==> src/rtl/mem_pkg.sv <==
// Shared definitions for the memory-access pipeline stage: signal bit
// indices, FSM state type and default memory base address.
package mem_pkg;

  localparam int MEM_R_BIT = 1;
  localparam int MEM_W_BIT = 0;

  localparam int MEM_BASE_DEFAULT = 1024;

  typedef enum logic {
    IDLE = 1'b0,
    WAIT = 1'b1
  } state_t;

endpackage

==> src/rtl/data_memory.sv <==
// Word-addressed data memory: synchronous write, asynchronous read, no reset.
module data_memory #(
  parameter int DEPTH = 64,
  parameter int AW    = $clog2(DEPTH)
) (
  input  logic          clk,
  input  logic          i_we,
  input  logic [AW-1:0] i_addr,
  input  logic [31:0]   i_wdata,
  output logic [31:0]   o_rdata
);

  logic [31:0] r_mem [DEPTH];

  always_ff @(posedge clk) begin
    if (i_we) begin
      r_mem[i_addr] <= i_wdata;
    end
  end

  assign o_rdata = r_mem[i_addr];

endmodule

==> src/rtl/mem_stage.sv <==
// MEM stage: word loads/stores with WAIT_CYCLES stall, MEM/WB register.
// Optional address checking and sticky addr_err under `MEM_ADDR_CHECK_EN.
module mem_stage
  import mem_pkg::*;
#(
  parameter int DEPTH       = 64,
  parameter int MEM_BASE    = MEM_BASE_DEFAULT,
  parameter int WAIT_CYCLES = 2
) (
  input  logic        clk,
  input  logic        rst,
  input  logic        WB_en_in,
  input  logic [1:0]  MEM_Signal_in,
  input  logic [4:0]  dest_in,
  input  logic [31:0] ALU_result_in,
  input  logic [31:0] reg2_in,
  output logic        freeze,
  output logic        WB_en_WB,
  output logic        MEM_R_EN_WB,
  output logic [4:0]  dest_WB,
  output logic [31:0] ALU_result_WB,
  output logic [31:0] mem_data_WB,
  output logic        addr_err
);

  localparam int AW = $clog2(DEPTH);

  state_t        r_state;
  state_t        w_state_nxt;
  logic [15:0]   r_cnt;
  logic [15:0]   w_cnt_nxt;
  logic          w_done;
  logic          w_req;
  logic          w_store;
  logic          w_load;
  logic          w_err;
  logic          w_we;
  logic [AW-1:0] w_word_addr;
  logic [31:0]   w_rdata;

  logic          r_wb_en;
  logic          r_mem_r_en;
  logic [4:0]    r_dest;
  logic [31:0]   r_alu_result;
  logic [31:0]   r_mem_data;

  // Store wins when both request bits are set.
  assign w_req       = |MEM_Signal_in;
  assign w_store     = MEM_Signal_in[MEM_W_BIT];
  assign w_load      = MEM_Signal_in[MEM_R_BIT] & ~w_store;
  assign w_word_addr = AW'((ALU_result_in - 32'(MEM_BASE)) >> 2);

`ifdef MEM_ADDR_CHECK_EN
  logic r_addr_err;

  assign w_err = w_req & ((ALU_result_in < 32'(MEM_BASE)) |
                          (ALU_result_in >= 32'(MEM_BASE + 4 * DEPTH)) |
                          (ALU_result_in[1:0] != 2'b00));

  always_ff @(posedge clk or negedge rst) begin
    if (!rst) begin
      r_addr_err <= 1'b0;
    end else if (w_done && w_err) begin
      r_addr_err <= 1'b1;
    end
  end

  assign addr_err = r_addr_err;
`else
  assign w_err    = 1'b0;
  assign addr_err = 1'b0;
`endif

  always_comb begin
    w_state_nxt = r_state;
    w_cnt_nxt   = r_cnt;
    w_done      = 1'b0;
    case (r_state)
      IDLE: begin
        if (!w_req || WAIT_CYCLES == 0) begin
          w_done = 1'b1;
        end else begin
          w_state_nxt = WAIT;
          w_cnt_nxt   = 16'd1;
        end
      end
      WAIT: begin
        if (r_cnt == 16'(WAIT_CYCLES)) begin
          w_done      = 1'b1;
          w_state_nxt = IDLE;
          w_cnt_nxt   = 16'd0;
        end else begin
          w_cnt_nxt   = r_cnt + 16'd1;
        end
      end
      default: begin
        w_state_nxt = IDLE;
        w_cnt_nxt   = 16'd0;
      end
    endcase
  end

  always_ff @(posedge clk or negedge rst) begin
    if (!rst) begin
      r_state <= IDLE;
      r_cnt   <= 16'd0;
    end else begin
      r_state <= w_state_nxt;
      r_cnt   <= w_cnt_nxt;
    end
  end

  // Reset gating makes freeze and any pending store vanish the moment rst falls.
  assign freeze = rst & ~w_done;
  assign w_we   = rst & w_done & w_store & ~w_err;

  data_memory #(
    .DEPTH (DEPTH),
    .AW    (AW)
  ) u_dmem (
    .clk     (clk),
    .i_we    (w_we),
    .i_addr  (w_word_addr),
    .i_wdata (reg2_in),
    .o_rdata (w_rdata)
  );

  // MEM/WB register: capture on completion, bubble while frozen
  always_ff @(posedge clk or negedge rst) begin
    if (!rst) begin
      r_wb_en      <= 1'b0;
      r_mem_r_en   <= 1'b0;
      r_dest       <= 5'd0;
      r_alu_result <= 32'd0;
      r_mem_data   <= 32'd0;
    end else if (w_done) begin
      r_wb_en      <= WB_en_in;
      r_mem_r_en   <= w_load;
      r_dest       <= dest_in;
      r_alu_result <= ALU_result_in;
      if (w_load) begin
        r_mem_data <= w_err ? 32'd0 : w_rdata;
      end
    end else begin
      r_wb_en      <= 1'b0;
      r_mem_r_en   <= 1'b0;
    end
  end

  assign WB_en_WB      = r_wb_en;
  assign MEM_R_EN_WB   = r_mem_r_en;
  assign dest_WB       = r_dest;
  assign ALU_result_WB = r_alu_result;
  assign mem_data_WB   = r_mem_data;

endmodule

==> config.mk <==
export PLATFORM = sky130hd
export DESIGN_NAME = mem_stage
export DESIGN_NICKNAME = d
export VERILOG_FILES = /design/src/rtl/mem_pkg.sv /design/src/rtl/data_memory.sv /design/src/rtl/mem_stage.sv
export SDC_FILE = /design/constraint.sdc
export NUM_CORES = 2
export LEC_CHECK = 0
export ABC_AREA = 1
export CAP_MARGIN = 25
export CORE_ASPECT_RATIO = 0.7
export CORE_MARGIN = 2
export CORE_UTILIZATION = 31
export DETAILED_ROUTE_END_ITERATION = 8
export PLACE_DENSITY_LB_ADDON = 0.2
export REMOVE_ABC_BUFFERS = 1
export SKIP_LAST_GASP = 1
export SLEW_MARGIN = 20
export SYNTH_ARGS = -nofsm -noshare
export SYNTH_HDL_FRONTEND = slang
export SYNTH_SLANG_ARGS = --single-unit
==> constraint.sdc <==
create_clock -name clk -period 3.2 [get_ports clk]
set_clock_uncertainty 0.05 [all_clocks]
set_input_delay 0.64 -clock clk [delete_from_list [all_inputs] [get_ports clk]]
set_output_delay 0.64 -clock clk [all_outputs]
set_load 0.005 [all_outputs]
* After elaboration in Yosys (flattened, before gate mapping) *
Memories as Yosys holds them, arrays and structs flattened. A register that Yosys moved wholly into a read port is not among the register bits.
Cells that the tools add are included.
Widths: inputs -> output; s select.

word-level totals
  bits in registers = 56
  input bits = 74
  logic and storage cells = 34
  RAM bits = 2048
  output and inout bits = 73
  memories kept = 1

memory list
  memory        words  bits a word  rd ports  clocked after Yosys merged registers in  wr ports  RTL line           source
  u_dmem.r_mem  64     32           1         1                                        1         data_memory.sv:13  logic [31:0] r_mem [DEPTH];

operators by class
  add/subtract/negate cells = 2
  bitwise operators = 7
  equality and inequality tests = 2
  reductions and logical operators = 3
  multiplexer cells = 13

operators with widths
  kind                   number
  $mux 16                2
  $pmux 16 s2            1
  $add 16x1->16 const B  1
  $eq 16x2->1 const B    1
  $mux 1                 8
  $sub 8x1->8 const B    1
  $and 1x1->1            4
  $pmux 1 s2             2
  $not 1->1              3
  $ne 2x2->1 const B     1
  $reduce_and 2->1       1
  $reduce_or 2->1        1
  $logic_not 1->1        1

* Logic depth before layout (Yosys ltp) *
  depth after elaboration = 7
  gate-level depth with buffers = 14
  depth with buffers taken out = 10

* By module *
Synthesis repeated with hierarchy kept, for this count alone.

second synthesis, totals
  cell total of the unflattened synthesis = 8897
  area, all modules = 90280.3 µm²

by module, submodules not included
  module       cells an instance  sequential area each (µm²)  times used  area an instance (µm²)
  data_memory  8408               61499.0                     1           85862.3
  mem_stage    489                2202.1                      1           4418.0

* Least setup slack after synthesis *
Ideal clock, no wire load.

  path type = in2reg
  from = input ALU_result_in[2]
  to = memory u_dmem.r_mem[0][0] (enable)
  cell stages on the path = 7
  buffers on the path = 4
  slack = -212 ps
  data arrival time = 2940 ps
  data required time = 2729 ps
  library setup time = 421 ps
  path through = buf_2 inv_2 buf_6 buf_2 buf_2 nand3_1 nor2_1

between the ends
  longest elaborated chain between the ends = 1

ends and longest elaborated chain
  what                RTL line           source
  start: declaration  mem_stage.sv:15    input logic [31:0] ALU_result_in,
  $sub 8x1->8         mem_stage.sv:51    assign w_word_addr = AW'((ALU_result_in - 32'(MEM_BASE)) >> 2);
  end: declaration    data_memory.sv:13

No other way between the ends.

* Worst setup path in the final report *
  from = input ALU_result_in[4]
  to = register r_mem_data[16] (netlist: mem_data_WB[16]), read port of u_dmem.r_mem

between the ends
  longest elaborated chain between the ends = 1

ends and longest elaborated chain
  what              RTL line         source
  $sub 8x1->8       mem_stage.sv:51
  end: declaration  mem_stage.sv:45  logic [31:0] r_mem_data;

No other way between the ends.
A chain may end at the register's enable or synchronous reset.

==> out/results.txt <==
Status - finished clean
Core area - 0.289 sq mm
FILL cells - 28300
P&R area growth vs syn - 21.0%
Synth Area per Inst - 10.7 sq um
Post-synthesis sequential area ratio - 70.4%
Initial antenna violation count - 31
Crit Path Max Fanout - 17
Fin util - 37.8%
Leak pwr - 0.0462 uW
Endpoint class of the critical path - register
CP cell instances - clkdlybuf4s50_1, buf_4, nor2_4, buf_4, buf_12, buf_4, nand3_1, nand2_1, o21ai_0, nand2_1, nor2_1, nand3_1, nand2_1, inv_1
Pwr Total - 60800 uW
Max-cap viol count - 0
I/O pin count - 147
Post-layout min period - 3050 ps
Relative slew slack - 35.3%
WHS - 164 ps
Synth unique cells - 31
Post-DP HPWL - 193000 um
Synthesis Warnings - 0
Worst Path Arrival - 3770 ps
Largest net degree at the start of global routing - 67
Final Max Tran Viols - 0
First-pass GRT wire length - 425000 um
Cell Area, Placed - 0.103 sq mm
Overflow after GRT - 0
Max clock buf depth - 4
Adder-Cell Fraction of Synth Area - 0.0277%
Worst Max-Slew Pin Slew - 970 ps
Vias - 61100
Vias in the first global route - 57900
Period utilization - 95.3%
Synth Flop Type - edfxtp_1
Endpoints failing setup - 0
Cell Pwr Density - 556 mW/mm^2
Setup crit start kind - input pin
Clock share of power - 40.4%
Post-synthesis xor/xnor area fraction - 0.0581%
Combinational share of power - 8.1%
Final Wtd Congestion - 0.830
Max Fclk - 0.328 GHz
Clock transition at path regs - 60 ps
Layout net count - 9229
Post-synth EDFFs - 2048
Placed cell count - 12800
Die Y - 456 um
Yosys top cell by area - edfxtp_1
Total CTS buffers - 218
Layout cells sized above 1 - 13.0%
Root buf cell - clkbuf_16
CTS tree - built
Final hold vios - 0
Row count - 165
Routed wire per std cell - 22.6 um
IO Port Bufs - 145
Antenna Nets Post-Route - 0
WS Path Type - in2reg
DIE WIDTH - 650 um
Hold Crit Class - in2reg
Main combinational cell family by area after synthesis - simple AND/OR/NAND/NOR gates
Cell Area, Synth - 0.0904 sq mm
Switching pwr - 14300 uW
Drt total wl - 298000 um
Syn Inst Count - 8488
Sw Ratio - 23.4%
Initial Utilization - 31.2%
Largest stage delay, worst path - 780 ps
# clock sinks - 2136
Synth Register Bits - 2136
Share of the synthesized area in the top cell type - 68.0%
Die ar. - 0.296 sq mm
Simple-Gate Fraction of Synth Area - 17.4%
Post-synthesis compound-gate area fraction - 3.22%
Seq pwr share - 51.5%
DRT iter0 DRCs - 6749
Via/cell ratio - 4.64
Async SR Flop Fraction - 4.12%
GRT Overall Usage - 19.7%
Initial DRT Pass Iterations - 6
CP max-delay cell - nor2_1
Unrepaired setup endpoints after global routing - no
Main area contributors after synthesis - edfxtp_1 (68%), nand2_1 (9.9%), inv_1 (6.9%)
Multiplexer area fraction after synthesis - 0%
Int Power - 46600 uW
Required @ worst endpoint - 3920 ps
Finished Layout Cells - 13200
H-tree depth - 4
# DRC - 0
VDD IR-drop max - 0.415 mV
Clock Latency Late Sink - 900 ps
Final Instance Area - 0.109 sq mm
## through the flow
| step | worst slack (ps) | setup TNS [ps] |
|---|---|---|
| final | 151 | 0 |
| after global routing | 54.4 | 0 |
| after floorplan | -6520 | - |
| after global placement | -1070 | -85990 |
| after CTS | 2.81 | 0 |
| after detailed placement | -976 | -74120 |
## path summary, 6_finish.rpt
| path | from | endpoint | slack [ps] | cells after the start |
|---|---|---|---|---|
| worst max-delay path | ALU_result_in[4] | mem_data_WB[16] | 150 | 14 |
| worst min-delay path | reg2_in[29] | u_dmem.r_mem[31][29] | 160 | 1 |
| worst max register to register | r_cnt[8] | u_dmem.r_mem[22][11] | 290 | 11 |
| worst min register to register | ALU_result_WB[8] | ALU_result_WB[8] | 420 | 2 |
| max in group asynchronous | rst | MEM_R_EN_WB | 1500 | 5 |
| min in group asynchronous | rst | r_cnt[9] | 350 | 3 |
## cell families (layout without fill, tap and decap cells)
kind of cell               count (synthesis)  count (layout)
DFF                                     2136            2136
buffers and inverters                   2041            2872
AOI/OAI and AO/OA                        482             482
other                                      1               9
xor gates and xnor gates                   6               6
adders and majority gates                  2               2
and+or+nand+nor                         3820            3820
## final cells by class
cell class / instances / area [sq um] / share of cell area, %
Sequential cell: 2136 / 63700 / 58.2
Multi-Input combinational cell: 4311 / 19300 / 17.6
Timing Repair Buffer: 823 / 8750 / 7.99
Inverter: 1663 / 6260 / 5.72
Clock buffer: 299 / 5940 / 5.42
Tap cell: 3841 / 4810 / 4.39
Clock inverter: 87 / 667 / 0.609
Antenna cell: 8 / 20.0 / 0.0183
## what timing repair did
| item | CTS | global route |
|---|---|---|
| pin swaps | 1 | 4 |
| hold buffers | 3 | 0 |
| endpoints found under the setup margin | 2 | 1 |
| setup buffers | 3 | 7 |
| resized for setup | 5 | 6 |
| hold endpoints to repair | 71 | 0 |
| gates cloned | 0 | 0 |
## Yosys cell counts, types with 5 or more instances
| cell type | instances |
|---|---|
| nand2_1 | 2387 |
| edfxtp_1 | 2048 |
| inv_1 | 1653 |
| o21ai_1 | 24 |
| nand3_1 | 785 |
| o211ai_1 | 193 |
| buf_2 | 245 |
| inv_2 | 10 |
| buf_4 | 11 |
| nor3_2 | 5 |
| o22ai_1 | 5 |
| or2_2 | 133 |
| buf_1 | 12 |
| nor3_1 | 7 |
| o21ai_0 | 252 |
| clkbuf_1 | 109 |
| nor2_1 | 494 |
| dfrtp_1 | 88 |
## worst max-delay path: cells and delay by family
family | cells | cell delay, ps
and+or+nand+nor | 7 | 1550
AOI/OAI and AO/OA | 1 | 170
buffers and inverters | 6 | 1360
## per-layer routing
metal / GRT usage (%) / routed length, um / vias up
met4: 4.54 / 6960 / 2
met5: 0 / 13 / -
met3: 3.86 / 24300 / 351
met1: 30.2 / 142000 / 30000
met2: 28.6 / 125000 / 2044
li1: - / - / 28700
## sequential cells by signal, summed over array words and instances (netlist names)
signal         cells
mem_data_WB       32
ALU_result_WB     32
dest_WB            5
WB_en_WB           1
u_dmem.r_mem    2048
MEM_R_EN_WB        1
r_cnt             16
r_state            1
## cells in the final DEF (no fill, tap or decap), types with 5 or more instances in the layout
cell type,netlist,routed
nand2_1,2387,2385
edfxtp_1,2048,2048
inv_1,1653,1652
nand3_1,785,784
buf_4,11,488
nor2_1,494,426
o21ai_0,252,252
clkbuf_16,0,223
o211ai_1,193,193
buf_12,0,188
or2_2,133,133
clkdlybuf4s50_1,0,110
dfrtp_1,88,85
clkbuf_1,109,69
nor2_4,0,67
clkinv_1,0,45
buf_2,245,32
o21ai_1,24,24
clkinv_2,0,24
bufinv_16,0,10
inv_2,10,9
diode_2,0,8
nor3_2,5,7
clkbuf_8,0,7
o22ai_1,5,5
## power by group through the flow
stage	clock (uW)	sequential, uW	combinational [uW]
final	24600	31300	4940
after global routing	26200	31400	5410
after CTS	25100	31300	4950
after detailed placement	0	31900	4890
after global placement	0	31900	4870
after floorplan	0	31800	1780
Power figures use the tool's default switching activity.
